<file path="src/rtl/adxl355_reg_bank_if.sv">
`default_nettype none
// ============================================================================
//  Module      : adxl355_reg_bank_if
//  Description : Byte-level handshake between spi_slave (master side) and the
//                ADXL355-style register bank (slave side), all in mems_clk.
//  Signals     : cs_n                 chip select, synchronised to mems_clk
//                spi_addr_valid       1-cycle start-of-transaction strobe
//                spi_slave_wr_rd_addr 7-bit start address
//                wr_rd                1 = read, 0 = write (with spi_addr_valid)
//                spi_data_valid       1-cycle byte strobe (write byte / read
//                                     byte shifted out)
//                spi_slave_wr_data    write byte
//                reg_slave_rd_data    read byte returned to spi_slave
//                reg_slave_rd_valid   level, read byte valid
//  Revision    : 1.0  initial release
// ============================================================================
interface adxl355_reg_bank_if;
    logic       cs_n;
    logic       spi_addr_valid;
    logic [6:0] spi_slave_wr_rd_addr;
    logic       wr_rd;
    logic       spi_data_valid;
    logic [7:0] spi_slave_wr_data;
    logic [7:0] reg_slave_rd_data;
    logic       reg_slave_rd_valid;

    modport master (
        output cs_n, spi_addr_valid, spi_slave_wr_rd_addr, wr_rd,
               spi_data_valid, spi_slave_wr_data,
        input  reg_slave_rd_data, reg_slave_rd_valid
    );

    modport slave (
        input  cs_n, spi_addr_valid, spi_slave_wr_rd_addr, wr_rd,
               spi_data_valid, spi_slave_wr_data,
        output reg_slave_rd_data, reg_slave_rd_valid
    );
endinterface
`default_nettype wire

</file>
<file path="src/rtl/adxl355_reg_bank.sv">
`default_nettype none
// ============================================================================
//  Module      : adxl355_reg_bank
//  Description : Register-file responder behind spi_slave. Decodes address /
//                data strobes, holds ID, status, sample and config registers,
//                returns read bytes with a fixed latency and supports burst
//                access with 7-bit wrapping auto-increment. Sensor samples
//                are snapshotted so one read burst never mixes two samples.
//  Ports       : mems_clk     sole clock
//                rst_n        asynchronous active-low reset
//                bus          adxl355_reg_bank_if.slave handshake to spi_slave
//                sample_vld   1-cycle pulse, new x/y/z/temp sample
//                x/y/z_data   signed 20-bit acceleration samples
//                temp_data    12-bit temperature sample
//                range_cfg    RANGE[1:0] to sensor core
//                standby      POWER_CTL[0]
//  Revision    : 1.0  initial release
// ============================================================================
module adxl355_reg_bank #(
    parameter int         RD_LATENCY = 2,
    parameter logic [7:0] DEVID_AD   = 8'hAD,
    parameter logic [7:0] DEVID_MST  = 8'h1D,
    parameter logic [7:0] PARTID     = 8'hED,
    parameter logic [7:0] REVID      = 8'h01
) (
    input  wire logic               mems_clk,
    input  wire logic               rst_n,
    adxl355_reg_bank_if.slave       bus,
    input  wire logic               sample_vld,
    input  wire logic signed [19:0] x_data,
    input  wire logic signed [19:0] y_data,
    input  wire logic signed [19:0] z_data,
    input  wire logic        [11:0] temp_data,
    output logic             [1:0]  range_cfg,
    output logic                    standby
);

    localparam logic [3:0] c_LAT_LAST   = 4'(RD_LATENCY - 1);
    localparam logic [7:0] c_FILTER_RST = 8'h00;
    localparam logic [7:0] c_RANGE_RST  = 8'h81;
    localparam logic [7:0] c_POWER_RST  = 8'h01;
    localparam logic [7:0] c_RESET_KEY  = 8'h52;
    localparam logic [6:0] c_A_STATUS   = 7'h04;
    localparam logic [6:0] c_A_FILTER   = 7'h28;
    localparam logic [6:0] c_A_RANGE    = 7'h2C;
    localparam logic [6:0] c_A_POWER    = 7'h2D;
    localparam logic [6:0] c_A_RESET    = 7'h2F;

    typedef enum logic [1:0] {
        ST_IDLE       = 2'd0,
        ST_RD_WAIT    = 2'd1,
        ST_RD_PRESENT = 2'd2,
        ST_WR         = 2'd3
    } state_t;

    // ------------------------------------------------------------------
    // Registers
    // ------------------------------------------------------------------
    state_t      r_state;
    logic [6:0]  r_addr;
    logic [3:0]  r_cnt;
    logic        r_rd_valid;
    logic [7:0]  r_rd_data;
    logic        r_cs_q;

    logic [7:0]  r_filter;
    logic [7:0]  r_range;
    logic [7:0]  r_power;

    logic [19:0] r_x, r_y, r_z;
    logic [11:0] r_temp;
    logic [19:0] r_pend_x, r_pend_y, r_pend_z;
    logic [11:0] r_pend_temp;
    logic        r_pend_vld;
    logic        r_data_rdy;

    // ------------------------------------------------------------------
    // Combinational signals
    // ------------------------------------------------------------------
    state_t      w_state_nxt;
    logic [6:0]  w_addr_nxt;
    logic [3:0]  w_cnt_nxt;
    logic        w_rd_valid_nxt;
    logic [7:0]  w_rd_data_nxt;
    logic        w_wr_en;
    logic        w_rd_consume;
    logic        w_cs_rise;
    logic        w_in_read;
    logic        w_status_clr;
    logic [7:0]  w_rd_mux;

    assign w_cs_rise    = bus.cs_n & ~r_cs_q;
    assign w_in_read    = (r_state == ST_RD_WAIT) || (r_state == ST_RD_PRESENT);
    assign w_status_clr = w_rd_consume && (r_addr == c_A_STATUS);

    assign bus.reg_slave_rd_data  = r_rd_data;
    assign bus.reg_slave_rd_valid = r_rd_valid;
    assign range_cfg              = r_range[1:0];
    assign standby                = r_power[0];

    // ------------------------------------------------------------------
    // Read decode. Shadow registers only change outside a read
    // transaction, so every byte of one burst sees the same sample.
    // ------------------------------------------------------------------
    always_comb begin
        w_rd_mux = 8'h00;
        case (r_addr)
            7'h00:      w_rd_mux = DEVID_AD;
            7'h01:      w_rd_mux = DEVID_MST;
            7'h02:      w_rd_mux = PARTID;
            7'h03:      w_rd_mux = REVID;
            c_A_STATUS: w_rd_mux = {7'b0, r_data_rdy};
            7'h06:      w_rd_mux = {4'b0, r_temp[11:8]};
            7'h07:      w_rd_mux = r_temp[7:0];
            7'h08:      w_rd_mux = r_x[19:12];
            7'h09:      w_rd_mux = r_x[11:4];
            7'h0A:      w_rd_mux = {r_x[3:0], 4'b0};
            7'h0B:      w_rd_mux = r_y[19:12];
            7'h0C:      w_rd_mux = r_y[11:4];
            7'h0D:      w_rd_mux = {r_y[3:0], 4'b0};
            7'h0E:      w_rd_mux = r_z[19:12];
            7'h0F:      w_rd_mux = r_z[11:4];
            7'h10:      w_rd_mux = {r_z[3:0], 4'b0};
            c_A_FILTER: w_rd_mux = r_filter;
            c_A_RANGE:  w_rd_mux = r_range;
            c_A_POWER:  w_rd_mux = r_power;
            default:    w_rd_mux = 8'h00;
        endcase
    end

    // ------------------------------------------------------------------
    // Transaction FSM: next state / outputs
    // ------------------------------------------------------------------
    always_comb begin
        w_state_nxt    = r_state;
        w_addr_nxt     = r_addr;
        w_cnt_nxt      = r_cnt;
        w_rd_valid_nxt = r_rd_valid;
        w_rd_data_nxt  = r_rd_data;
        w_wr_en        = 1'b0;
        w_rd_consume   = 1'b0;

        if (w_cs_rise) begin
            // End of frame always wins; rd_data is left holding.
            w_state_nxt    = ST_IDLE;
            w_rd_valid_nxt = 1'b0;
        end else if (bus.spi_addr_valid) begin
            // New header from any state restarts the transaction.
            w_addr_nxt     = bus.spi_slave_wr_rd_addr;
            w_cnt_nxt      = 4'd0;
            w_rd_valid_nxt = 1'b0;
            w_state_nxt    = bus.wr_rd ? ST_RD_WAIT : ST_WR;
        end else begin
            case (r_state)
                ST_IDLE: begin
                end
                ST_RD_WAIT: begin
                    if (r_cnt == c_LAT_LAST) begin
                        w_state_nxt    = ST_RD_PRESENT;
                        w_rd_valid_nxt = 1'b1;
                        w_rd_data_nxt  = w_rd_mux;
                    end else begin
                        w_cnt_nxt = r_cnt + 4'd1;
                    end
                end
                ST_RD_PRESENT: begin
                    if (bus.spi_data_valid) begin
                        w_rd_consume   = 1'b1;
                        w_rd_valid_nxt = 1'b0;
                        w_addr_nxt     = r_addr + 7'd1;
                        w_cnt_nxt      = 4'd0;
                        w_state_nxt    = ST_RD_WAIT;
                    end
                end
                ST_WR: begin
                    if (bus.spi_data_valid) begin
                        w_wr_en    = 1'b1;
                        w_addr_nxt = r_addr + 7'd1;
                    end
                end
                default: begin
                    w_state_nxt    = ST_IDLE;
                    w_rd_valid_nxt = 1'b0;
                end
            endcase
        end
    end

    // ------------------------------------------------------------------
    // Transaction FSM: state register
    // ------------------------------------------------------------------
    always_ff @(posedge mems_clk or negedge rst_n) begin
        if (!rst_n) begin
            r_state    <= ST_IDLE;
            r_addr     <= 7'd0;
            r_cnt      <= 4'd0;
            r_rd_valid <= 1'b0;
            r_rd_data  <= 8'h00;
            r_cs_q     <= 1'b1;
        end else begin
            r_state    <= w_state_nxt;
            r_addr     <= w_addr_nxt;
            r_cnt      <= w_cnt_nxt;
            r_rd_valid <= w_rd_valid_nxt;
            r_rd_data  <= w_rd_data_nxt;
            r_cs_q     <= bus.cs_n;
        end
    end

    // ------------------------------------------------------------------
    // Configuration registers. The reset key restores all three at the
    // write edge, so the defaults are visible the following cycle.
    // ------------------------------------------------------------------
    always_ff @(posedge mems_clk or negedge rst_n) begin
        if (!rst_n) begin
            r_filter <= c_FILTER_RST;
            r_range  <= c_RANGE_RST;
            r_power  <= c_POWER_RST;
        end else if (w_wr_en) begin
            case (r_addr)
                c_A_FILTER: r_filter <= bus.spi_slave_wr_data;
                c_A_RANGE:  r_range  <= bus.spi_slave_wr_data;
                c_A_POWER:  r_power  <= bus.spi_slave_wr_data;
                c_A_RESET: begin
                    if (bus.spi_slave_wr_data == c_RESET_KEY) begin
                        r_filter <= c_FILTER_RST;
                        r_range  <= c_RANGE_RST;
                        r_power  <= c_POWER_RST;
                    end
                end
                default: begin
                end
            endcase
        end
    end

    // ------------------------------------------------------------------
    // Sample snapshot. Outside a read, samples go straight to the shadow
    // set. During a read they park in the pending buffer (newest wins)
    // and are published at the end of the frame. A sample loaded directly
    // also discards anything pending so an older sample cannot later
    // overwrite a newer one.
    // ------------------------------------------------------------------
    always_ff @(posedge mems_clk or negedge rst_n) begin
        if (!rst_n) begin
            r_x         <= 20'd0;
            r_y         <= 20'd0;
            r_z         <= 20'd0;
            r_temp      <= 12'd0;
            r_pend_x    <= 20'd0;
            r_pend_y    <= 20'd0;
            r_pend_z    <= 20'd0;
            r_pend_temp <= 12'd0;
            r_pend_vld  <= 1'b0;
            r_data_rdy  <= 1'b0;
        end else begin
            if (sample_vld && (w_cs_rise || !w_in_read)) begin
                r_x        <= x_data;
                r_y        <= y_data;
                r_z        <= z_data;
                r_temp     <= temp_data;
                r_pend_vld <= 1'b0;
                r_data_rdy <= 1'b1;
            end else if (w_cs_rise && r_pend_vld) begin
                r_x        <= r_pend_x;
                r_y        <= r_pend_y;
                r_z        <= r_pend_z;
                r_temp     <= r_pend_temp;
                r_pend_vld <= 1'b0;
                r_data_rdy <= 1'b1;
            end else begin
                if (sample_vld) begin
                    r_pend_x    <= x_data;
                    r_pend_y    <= y_data;
                    r_pend_z    <= z_data;
                    r_pend_temp <= temp_data;
                    r_pend_vld  <= 1'b1;
                end
                if (w_status_clr) begin
                    r_data_rdy <= 1'b0;
                end
            end
        end
    end

endmodule
`default_nettype wire
</file>
<file path="src/flat_wrapper.sv">
// flat-port wrapper written by rule: the top's interface ports become plain ports
module adxl355_reg_bank_flat 
#(
    parameter int         RD_LATENCY = 2,
    parameter logic [7:0] DEVID_AD   = 8'hAD,
    parameter logic [7:0] DEVID_MST  = 8'h1D,
    parameter logic [7:0] PARTID     = 8'hED,
    parameter logic [7:0] REVID      = 8'h01
)
  (mems_clk, rst_n, sample_vld, x_data, y_data, z_data, temp_data, range_cfg, standby, bus_cs_n, bus_spi_addr_valid, bus_spi_slave_wr_rd_addr, bus_wr_rd, bus_spi_data_valid, bus_spi_slave_wr_data, bus_reg_slave_rd_data, bus_reg_slave_rd_valid);
  adxl355_reg_bank_if bus_i ();
  input  wire logic mems_clk;
  input  wire logic rst_n;
  input  wire logic sample_vld;
  input  wire logic signed [19:0] x_data;
  input  wire logic signed [19:0] y_data;
  input  wire logic signed [19:0] z_data;
  input  wire logic        [11:0] temp_data;
  output logic             [1:0] range_cfg;
  output logic standby;
  input wire logic [$bits(bus_i.cs_n)-1:0] bus_cs_n;
  input wire logic [$bits(bus_i.spi_addr_valid)-1:0] bus_spi_addr_valid;
  input wire logic [$bits(bus_i.spi_slave_wr_rd_addr)-1:0] bus_spi_slave_wr_rd_addr;
  input wire logic [$bits(bus_i.wr_rd)-1:0] bus_wr_rd;
  input wire logic [$bits(bus_i.spi_data_valid)-1:0] bus_spi_data_valid;
  input wire logic [$bits(bus_i.spi_slave_wr_data)-1:0] bus_spi_slave_wr_data;
  output wire logic [$bits(bus_i.reg_slave_rd_data)-1:0] bus_reg_slave_rd_data;
  output wire logic [$bits(bus_i.reg_slave_rd_valid)-1:0] bus_reg_slave_rd_valid;
  assign bus_i.cs_n = bus_cs_n;
  assign bus_i.spi_addr_valid = bus_spi_addr_valid;
  assign bus_i.spi_slave_wr_rd_addr = bus_spi_slave_wr_rd_addr;
  assign bus_i.wr_rd = bus_wr_rd;
  assign bus_i.spi_data_valid = bus_spi_data_valid;
  assign bus_i.spi_slave_wr_data = bus_spi_slave_wr_data;
  assign bus_reg_slave_rd_data = bus_i.reg_slave_rd_data;
  assign bus_reg_slave_rd_valid = bus_i.reg_slave_rd_valid;
  adxl355_reg_bank #(.RD_LATENCY(RD_LATENCY), .DEVID_AD(DEVID_AD), .DEVID_MST(DEVID_MST), .PARTID(PARTID), .REVID(REVID)) u_core (.mems_clk(mems_clk), .rst_n(rst_n), .bus(bus_i), .sample_vld(sample_vld), .x_data(x_data), .y_data(y_data), .z_data(z_data), .temp_data(temp_data), .range_cfg(range_cfg), .standby(standby));
endmodule
</file>
<file path="config.mk">
export PLATFORM = sky130hd
export DESIGN_NAME = adxl355_reg_bank_flat
export DESIGN_NICKNAME = d
export VERILOG_FILES = /design/src/rtl/adxl355_reg_bank_if.sv /design/src/rtl/adxl355_reg_bank.sv /design/src/flat_wrapper.sv
export SDC_FILE = /design/constraint.sdc
export NUM_CORES = 1
export LEC_CHECK = 0
export ABC_AREA = 1
export CAP_MARGIN = 10
export CORE_AREA = 5 5 185 187
export DETAILED_ROUTE_END_ITERATION = 16
export DIE_AREA = 0 0 190 192
export PLACE_DENSITY = 0.52
export SLEW_MARGIN = 20
export SYNTH_ARGS = -nofsm -noshare
export SYNTH_HDL_FRONTEND = slang
export SYNTH_SLANG_ARGS = --single-unit
</file>
<file path="constraint.sdc">
create_clock -name mems_clk -period 4.9 [get_ports mems_clk]
set_clock_uncertainty 0.1 [all_clocks]
set_input_delay 0.735 -clock mems_clk [delete_from_list [all_inputs] [get_ports mems_clk]]
set_output_delay 0.735 -clock mems_clk [all_outputs]
set_load 0.005 [all_outputs]
</file>
==> metrics, run 1 <==
status=complete, no violations; asr flop ratio synth=100.0%; Post-Layout Cell Count=1635; r2r setup slk=approximately 2100 ps; post-CTS setup buffer count=0; vias in the first global route=approximately 7.6k; CTS tree=yes; worst r2r src=u_core.r_state[0]; die width=190 µm; Worst R2R End=u_core.r_z[12]; HP Class=in -> async; Pleak=between 0.005 and 0.006 µW; endpoint class of the critical path=flop; Final Hold Vio Count=0; Num CTS Buffers=17; min Tclk post-route=2868 ps; DRC errors left=0; die area=roughly 36000 µm²; sequential area share after synthesis=between 50% and 60%; Post-CTS Hold Buffers=0; Critical path origin=bus_cs_n; ratio of cells with drive above 1 in the final layout=5.700%; combinational share of power=around 30%; Worst-Margin Slew=971.9 ps; CP Launch Type=input pin; Synth-to-Final Area Change=21.53%; Crit Path Category=in -> reg; Antenna Nets Post-Route=0; clock power share=24.9%; Critical Path RT=5150 ps; via count=7708; RSZ-0062 raised after global routing=no; port buffer count=105; first-pass GRT wire length=42790 µm; cells on worst reg2reg path=7; Pint=3725 µW; CP max FO=87; drt first pass iters=5; Max transition margin=a little over a third; # diodes=0; Final nets=1284; highest clock rate=0.3487 GHz; final setup vio count=0; grt total ovfl=0; Ports=between 100 and 150; Max Slew Vio Count=0; total wire length=about 27000 µm; CTS Buffer Depth=2; Top delay family on crit path=buffers and inverters; Site Rows=66; net load switching power=2158 µW; H-tree depth=4; placed cell area=10620 µm²; number of cells on the critical path=8; CP endpoint=u_core.r_z[12]; dominant synthesized flop cell=dfrtp_1; Clock transition at path regs=70 ps; largest net degree at the start of global routing=106; Detail Placement HPWL=18840 µm; Yosys reg bits=193; number of synthesized flops with an enable pin=0; P per Cell Area=approximately 520 nW/µm²; post-CTS sizing=0; Wirelength per Cell=16.46 µm; final instance area=11220 µm²; buffers plus inverters on the worst setup path=4; Worst EP arrival=3110 ps; max-cap viol count=0; 1st-iter DRT viols=around 670; antenna violations before repair=0; sequential share of power=45.8%; Setup TNS=0 ps; Synth warnings=0; Slowest-stage cell, CP=buf_4; CTS sink count=193; Initial Util=28.59%; fin util=34.75%; Crit path top cell by count=buf_4; CP cell instances=clkdlybuf4s50_1 -> inv_1 -> nor2_2 -> o21ai_4 -> buf_4 -> buf_4 -> nand3_1 -> o211ai_1; Worst-Skew Late Latency=440 ps; switching share of power=36.68%; Tot GR Track Use=14.94%; final period utilization=58.53%; Die H=around 190 µm; syn_area_per_cell=8.370 µm²; Placed Instances=1603; Synth Cell Area=approximately 9200 µm²; vias per std cell=4.714; Largest stage delay, worst path=around 680 ps; Core ar.=32290 µm²; CTS Root Buffer Type=clkbuf_16; Synth cell types=between 40 and 50; final estimated routing congestion in global placement=0.8437; syn nets=1207; synthesized netlist cell count=roughly 1.1k; peak supply drop=just under 0.3 mV
-- layout by cell type (no fill, tap or decap), types with 2 or more instances in the layout --
cell / count
o211ai_2: 2
o21ai_1: 67
nand2_1: 312
clkbuf_8: 2
o221ai_1: 5
clkbuf_16: 17
inv_2: 6
nand3_2: 3
xor2_1: 2
a21oi_1: 9
nor2_4: 2
nor3_1: 7
dfrtp_1: 189
nor2_2: 4
buf_12: 2
nand3_1: 130
o22ai_1: 2
inv_1: 110
dfstp_2: 4
o211ai_1: 69
nor2_1: 44
clkinv_4: 3
ha_1: 10
clkinv_2: 2
buf_4: 7
clkdlybuf4s50_1: 104
bufinv_16: 3
nand2_4: 3
o21ai_0: 46
clkbuf_1: 3
nand4_1: 5
-- flip-flops by register name (all words and copies together), names as in the netlist, 2 cells and up --
register and cells:
u_core.bus.reg_slave_rd_data 8, u_core.r_addr 7, u_core.r_cnt 4, u_core.r_filter 8, u_core.r_pend_temp 12, u_core.r_pend_x 20, u_core.r_pend_y 20, u_core.r_pend_z 20
u_core.r_power 8, u_core.r_range 8, u_core.r_state 2, u_core.r_temp 12, u_core.r_x 20, u_core.r_y 20, u_core.r_z 20
-- worst min path at each step --
stage	slack, ps	depth (start not counted)	to
6_report	230	1	u_core.r_cnt[1]
5_1_grt	360	1	u_core.r_cnt[1]
4_1_cts	360	1	u_core.r_cnt[3]
3_5_place_dp	370	2	u_core.bus.reg_slave_rd_data[4]
3_3_place_gp	370	2	u_core.r_pend_z[17]
2_1_floorplan	340	0	u_core.bus.reg_slave_rd_data[0]
-- per-layer routing --
metal  share of wire, %  track usage [%]
met5                  0                0
met4                1.4            3.840
met3                4.8            3.035
met2                 46            23.92
met1                 48            20.77
-- synth_stat cells (2+ instances only) --
| cell type | n | area (µm²) |
|---|---|---|
| nand3_1 | 130 | 650.6 |
| inv_2 | 6 | 22.52 |
| a21oi_1 | 9 | 45.04 |
| dfrtp_1 | 189 | 4730 |
| nand2_1 | 312 | 1171 |
| nand3_2 | 3 | 30.03 |
| o211ai_2 | 2 | 25.02 |
| o22ai_1 | 2 | 12.51 |
| xor2_1 | 2 | 17.52 |
| ha_1 | 10 | 125.1 |
| inv_1 | 110 | 412.9 |
| buf_1 | 2 | 7.510 |
| dfstp_2 | 4 | 105.1 |
| o21ai_1 | 67 | 335.3 |
| nor3_1 | 7 | 35.03 |
| clkbuf_1 | 20 | 75.07 |
| buf_2 | 21 | 105.1 |
| o21ai_0 | 46 | 230.2 |
| buf_4 | 3 | 22.52 |
| nand4_1 | 5 | 31.28 |
| nor2_4 | 2 | 22.52 |
| buf_6 | 9 | 101.4 |
| nor2_1 | 44 | 165.2 |
| nor2_2 | 4 | 25.02 |
| o221ai_1 | 5 | 43.79 |
| nand2_4 | 3 | 33.78 |
| o211ai_1 | 69 | 518.0 |
-- power groups by stage --
| stage | registers (µW) | clock network (µW) | logic [µW] |
|---|---|---|---|
| after floorplan | 2540 | 0 | 1320 |
| after global placement | 2710 | 0 | 1700 |
| after detailed placement | 2720 | 0 | 1740 |
| after CTS | 2690 | 1490 | 1750 |
| after global routing | 2770 | 1550 | 1970 |
| final | 2690 | 1470 | 1720 |
-- cell families (layout without fill, tap and decap cells) --
group	Yosys count	after routing	share of synthesized area, %
flops	193	193	52.36
simple gates	515	515	23.84
mux	1	1	0.1084
xor+xnor	3	3	0.2846
fa+ha+maj	10	10	1.355
compound gates	207	207	13.80
buf+inv	174	264	8.253
-- metrics by stage --
stage	hold WS, ps	worst slack [ps]	total power (µW)
after CTS	359.9	2040	5936
final	233.9	2032	5883
after global routing	356.3	1767	6297
after detailed placement	368.5	1600	4460
after global placement	366.7	1672	4414
after floorplan	339.4	2867	3858
-- cell type report --
cell class	count	area, µm²
clock buffers	21	450.4
clock inverters	11	153.9
fillers	3388	21070
inverters	118	445.4
multi-input cells	736	3636
flip-flops and latches	193	4835
well taps	442	553.0
repair buffers	114	1147
No activity file was read; power rests on OpenSTA's default activity.
==> inputs of run 2 (changes only) <==
- PLACE_DENSITY: 0.52 -> 0.54
- clock period: 4.9 -> 2.3 ns (I/O delays scaled with it)
==> run 2 against run 1 <==
Register-to-register slack worse by 2000 ps. Routed wire length decreased by 0.88%. Core utilization grew 1.1 points. Critical path type is now reg -> reg. Via count grew 2.9%.
==> metrics, run 2 (synthesis gave the netlist of run 1 again) <==
commonest non-fill, non-tap cell in the layout=nand2_1; highest clock rate=0.4637 GHz; status=complete, no violations; DRC errors left=0 (unchanged); Worst-Margin Slew=535.7 ps (-436.2 ps); port buffer count=105 (unchanged); largest net degree at the start of global routing=93 (-12%); via count=7928 (+2.9%); CP Launch Type=flop; area of the multi-input gates=3638 µm² (about the same); die width=190 µm (unchanged); Antenna Nets Post-Route=0 (unchanged); drt first pass iters=5 (unchanged); fillers=3344 (-1.3%); Sequential Area=4835 µm² (unchanged); post-route setup slack=143.3 ps (-1889 ps); Final nets=1322 (+3.0%); fin util=35.84% (+1.1 points); Detail Placement HPWL=19230 µm (+2.0%); Num CTS Buffers=17 (unchanged); Slowest-stage cell, CP=dfrtp_1; Pleak=0.005296 µW (+3.9%); min Tclk post-route=2157 ps; Ports=106 (unchanged); Worst EP arrival=2380 ps (-730 ps); CTS tree=yes; CTS sink count=193 (unchanged); Site Rows=66 (unchanged); Tot GR Track Use=14.73% (-0.21 points); # diodes=0 (unchanged); CTS Buffer Depth=2 (unchanged); Setup TNS=0 ps (unchanged); first-pass GRT wire length=42520 µm (-0.63%); grt total ovfl=0 (unchanged); Die H=192 µm (unchanged); H-tree depth=4 (unchanged); Synth-to-Final Area Change=25.33%; vias in the first global route=7799 (+2.4%); Crit Path Category=reg -> reg; Final Power=12640 µW (+110%); peak supply drop=0.6672 mV (+120%); Initial Util=28.59% (unchanged); buffers plus inverters on the worst setup path=2 (-2); 1st-iter DRT viols=660 (-1.9%); die area=36480 µm² (unchanged); Post-Layout Cell Count=1672 (+2.3%); final period utilization=93.77%; HP Class=in -> reg; final estimated routing congestion in global placement=0.8523 (+1.0%); endpoint class of the critical path=flop; Core ar.=32290 µm² (unchanged); Placement Setup Slack=77.92 ps (-1522 ps); most frequent cells in the layout=nand2_1, dfrtp_1, nand3_1; total wire length=26680 µm (-0.88%); Critical Path RT=2520 ps (-2630 ps); RSZ-0062 raised after global routing=no; P per Cell Area=1093 nW/µm² (+110%); vias per std cell=4.742 (+0.58%); Placed Instances=1640 (+2.3%); antenna violations before repair=0 (unchanged); Wirelength per Cell=15.96 µm (-3.1%); ratio of cells with drive above 1 in the final layout=8.618% (+2.9 points); Clock transition at path regs=70 ps (about the same); final setup vio count=0 (unchanged); max-cap viol count=0 (unchanged); Max Slew Vio Count=0 (unchanged); Final Hold Vio Count=0 (unchanged); CTS Root Buffer Type=clkbuf_16; Top delay family on crit path=simple AND/OR/NAND/NOR gates; CP max FO=8 (-91%); Max transition margin=64.29% (+29 points); Largest stage delay, worst path=440 ps (-240 ps); Worst-Skew Late Latency=430 ps (about the same); CP cell instances=inv_1 -> ha_1 -> nand3_1 -> nor2_1 -> buf_4 -> nand2_1 -> nand3_1 -> nor2_1 -> nand3_1 -> nand2_1 -> nand2_1
[run 2: what timing repair did]
action | CTS | global route
hold buffers | 1 | 0
gates resized for setup | 0 | 2
buffers inserted | 0 | 0
setup endpoints to repair | 0 | 5
hold endpoints to repair | 50 | 0
[run 2: area by class of cell]
cell class / count / share of cell area [%]
flip-flops and latches: 193 / 41.78
clock inverters: 6 / 0.6163
well taps: 442 / 4.779
clock buffers: 25 / 4.369
repair buffers: 152 / 13.16
multi-input cells: 736 / 31.44
inverters: 118 / 3.849
[run 2: layer usage]
layer / part of all wire, % / GRT usage (%) / vias up
met5: 0 / 0 / -
met4: 1.3 / 3.617 / 0
met3: 4.2 / 2.672 / 21
met2: 46 / 23.47 / 179
met1: 48 / 20.85 / 3843
li1: - / - / 3885
[run 2: worst paths after layout]
path	startpoint	endpoint	slack, ps	cells past startpoint
worst max-delay path	u_core.r_addr[0]	u_core.bus.reg_slave_rd_data[7]	140	11
worst min-delay path	bus_cs_n	u_core.r_cs_q	240	1
worst max register to register	u_core.r_addr[0]	u_core.bus.reg_slave_rd_data[7]	140	11
worst min register to register	u_core.bus.reg_slave_rd_data[5]	u_core.bus.reg_slave_rd_data[5]	380	2
max in group asynchronous	rst_n	u_core.r_pend_y[13]	1000	3
min in group asynchronous	rst_n	u_core.r_cnt[0]	380	2
[run 2: through the flow]
stage | instance area, µm² | hold WS [ps]
floorplan | 9233 | -50.59
global placement | 10980 | 265.6
detailed placement | 10980 | 268.0
CTS | 11570 | 231.5
global route | 11570 | 237.4
finish | 11570 | 240.4
[run 2: worst reg2reg max path, stage by stage (launching register included)]
cell and delay [ps]:
dfrtp_1 440, inv_1 100, ha_1 260, nand3_1 140
nor2_1 90, buf_4 190, nand2_1 60, nand3_1 80
nor2_1 260, nand3_1 110, nand2_1 130, nand2_1 60
[run 2: power breakdown]
group / leakage (µW) / switching [µW] / internal [µW]
combinational: 0.00260 / 2350 / 1610
sequential: 0.00242 / 934 / 4790
clock: 0.000276 / 1310 / 1640
total: 0.00530 / 4600 / 8040
==> inputs of run 3 (changes only) <==
- CTS_BUF_LIST: default -> sky130_fd_sc_hd__clkbuf_4 sky130_fd_sc_hd__clkbuf_8
- PLACE_DENSITY: 0.54 -> 0.52
- clock period: 2.3 -> 2.7 ns (I/O delays scaled with it)
==> run 3 against run 2 <==
Routed wire length barely moved. Die area did not move. Non-clock buffer count fell by 17. Sequential share of layout area rose by 1.3 points. Via count fell by 3.0%. Sequential power fell by 15%. Combinational power fell by 18%. Total power fell by 21%. Setup slack improved by 350 ps. Flip-flop and latch count did not move. Register-to-register slack improved by 350 ps. Design area fell by 3.0%.
==> metrics, run 3 (synthesis gave the netlist of run 1 again) <==
Wirelength per Cell=16.12 µm (+1.0%); H-tree depth=4 (unchanged); grt total ovfl=0 (unchanged); Critical Path RT=3000 ps (+480 ps); CTS Buffer Depth=2 (unchanged); Slowest-stage cell, CP=dfrtp_1; post-route setup slack=494.9 ps (+351.5 ps); Clock transition at path regs=100 ps (+30 ps); peak supply drop=0.4187 mV (-37%); Detail Placement HPWL=19240 µm (about the same); CTS Root Buffer Type=clkbuf_8; CTS sink count=193 (unchanged); die width=190 µm (unchanged); RSZ-0062 raised after global routing=no; CTS tree=yes; Worst EP arrival=2510 ps (+130 ps); clock power share=18.2% (-5.2 points); Antenna Nets Post-Route=0 (unchanged); Max transition margin=53.85% (-10 points); drt first pass iters=5 (unchanged); CP max FO=8 (unchanged); die area=36480 µm² (unchanged); first-pass GRT wire length=43220 µm (+1.7%); Worst-Skew Late Latency=460 ps (+30 ps); 1st-iter DRT viols=760 (+15%); total wire length=26680 µm (about the same); Crit path top cell by count=nand2_1; Tot GR Track Use=14.96% (+0.23 points); vias in the first global route=7657 (-1.8%); CP Launch Type=flop; CP cell instances=inv_1 -> ha_1 -> inv_1 -> nor2_4 -> nand2_1 -> inv_1 -> nand2_1 -> nand3_1 -> nor2_1 -> nand2_1 -> nand2_1 -> nand2_1; status=complete, no violations; HP Class=in -> reg; Ports=106 (unchanged); most frequent cells in the layout=nand2_1, dfrtp_1, nand3_1; Final Hold Vio Count=0 (unchanged); final setup vio count=0 (unchanged); Top delay family on crit path=simple AND/OR/NAND/NOR gates; Site Rows=66 (unchanged); Synth-to-Final Area Change=21.59%; net load switching power=3836 µW (-17%); via count=7690 (-3.0%); vias per std cell=4.647 (-2.0%); hold_ws=268.9 ps (+28.53 ps); Die H=192 µm (unchanged); switching share of power=38.55% (+2.2 points); ratio of cells with drive above 1 in the final layout=7.420% (-1.2 points); Pleak=0.005132 µW (-3.1%); max-cap viol count=0 (unchanged); antenna violations before repair=0 (unchanged); highest clock rate=0.4535 GHz (-2.2%); Initial Util=28.59% (unchanged); buffers plus inverters on the worst setup path=3 (+1); Num CTS Buffers=17 (unchanged); # diodes=0 (unchanged); sequential share of power=49.0% (+3.7 points); Placement Setup Slack=265.4 ps (+187.4 ps); port buffer count=105 (unchanged); largest net degree at the start of global routing=145 (+56%); Core ar.=32290 µm² (unchanged); fin util=34.77% (-1.1 points); Max Slew Vio Count=0 (unchanged); post-CTS sizing=0 (unchanged); final estimated routing congestion in global placement=0.8789 (+3.1%); final period utilization=81.67% (-12 points); min Tclk post-route=2205 ps (+48.48 ps); Pint=6115 µW (-24%); Worst-Margin Slew=690.3 ps (+154.6 ps); Crit Path Category=reg -> reg; combinational share of power=32.8% (+1.4 points); DRC errors left=0 (unchanged); endpoint class of the critical path=flop; P per Cell Area=886.5 nW/µm² (-19%); Setup TNS=0 ps (unchanged); Final nets=1305 (-1.3%); commonest non-fill, non-tap cell in the layout=nand2_1; Final Power=9952 µW (-21%); Largest stage delay, worst path=460 ps (+20 ps)
[run 3: cell count changes in the layout (fill, tap and decap cells not counted)]
| cell | previous run | this run |
|---|---|---|
| clkinv_2 | 0 | 4 |
| inv_2 | 7 | 6 |
| clkbuf_4 | 0 | 2 |
| buf_4 | 37 | 20 |
| clkbuf_1 | 3 | 0 |
| clkbuf_8 | 6 | 18 |
| clkinvlp_4 | 2 | 1 |
| inv_8 | 0 | 1 |
| clkinv_4 | 2 | 4 |
| nor2_2 | 5 | 4 |
| nor2_1 | 43 | 44 |
| inv_1 | 109 | 110 |
| clkbuf_16 | 17 | 0 |
[run 3: metal layers]
metal	wire, µm	part of all wire, %	global-route usage (%)
met4	250	0.94	2.755
met2	12070	45	23.37
met5	0	0	0
met1	13180	49	21.94
met3	1181	4.4	2.726
[run 3: cell type report]
cell class	count	area [µm²]
fillers	3386	21060
clock inverters	12	112.6
flip-flops and latches	193	4835
clock buffers	19	249.0
multi-input cells	736	3636
repair buffers	135	1395
inverters	118	445.4
well taps	442	553.0
[run 3: path summary, 6_finish.rpt]
| check | startpoint | to | slack, ps | cells past startpoint |
|---|---|---|---|---|
| max in group asynchronous | rst_n | u_core.r_z[8] | 1260 | 3 |
| worst max-delay path | u_core.r_addr[0] | u_core.bus.reg_slave_rd_data[1] | 490 | 12 |
| worst max register to register | u_core.r_addr[0] | u_core.bus.reg_slave_rd_data[1] | 490 | 12 |
| worst min register to register | u_core.bus.reg_slave_rd_data[5] | u_core.bus.reg_slave_rd_data[5] | 390 | 2 |
| min in group asynchronous | rst_n | u_core.r_cnt[0] | 440 | 2 |
| worst min-delay path | bus_cs_n | u_core.r_cs_q | 270 | 1 |
[run 3: metrics by stage]
stage | instance area [µm²] | cells
CTS | 11230 | 1655
floorplan | 9233 | 1103
global route | 11230 | 1655
global placement | 10850 | 1623
detailed placement | 10850 | 1623
finish | 11230 | 1655
[run 3: repair_timing]
item | 4_1_cts | 5_1_grt
setup buffers | 0 | 0
endpoints found under the setup margin | 0 | 0
hold buffers | 1 | 0
hold endpoints to repair | 60 | 0
[run 3: worst reg2reg max path: cells and delay by family (launching register included)]
family,cells,cell delay [ps]
adder cells (fa/ha/maj),1,240
buffers and inverters,3,420
flip-flops,1,460
AND/OR/NAND/NOR,8,940
[run 3: power groups by stage]
stage	Clock, µW	Sequential (µW)	Combinational, µW
final	1810	4870	3260
after detailed placement	0	4930	3310
after global placement	0	4920	3240
after floorplan	0	4610	2390
after global routing	1990	5020	3740
after CTS	1870	4880	3320
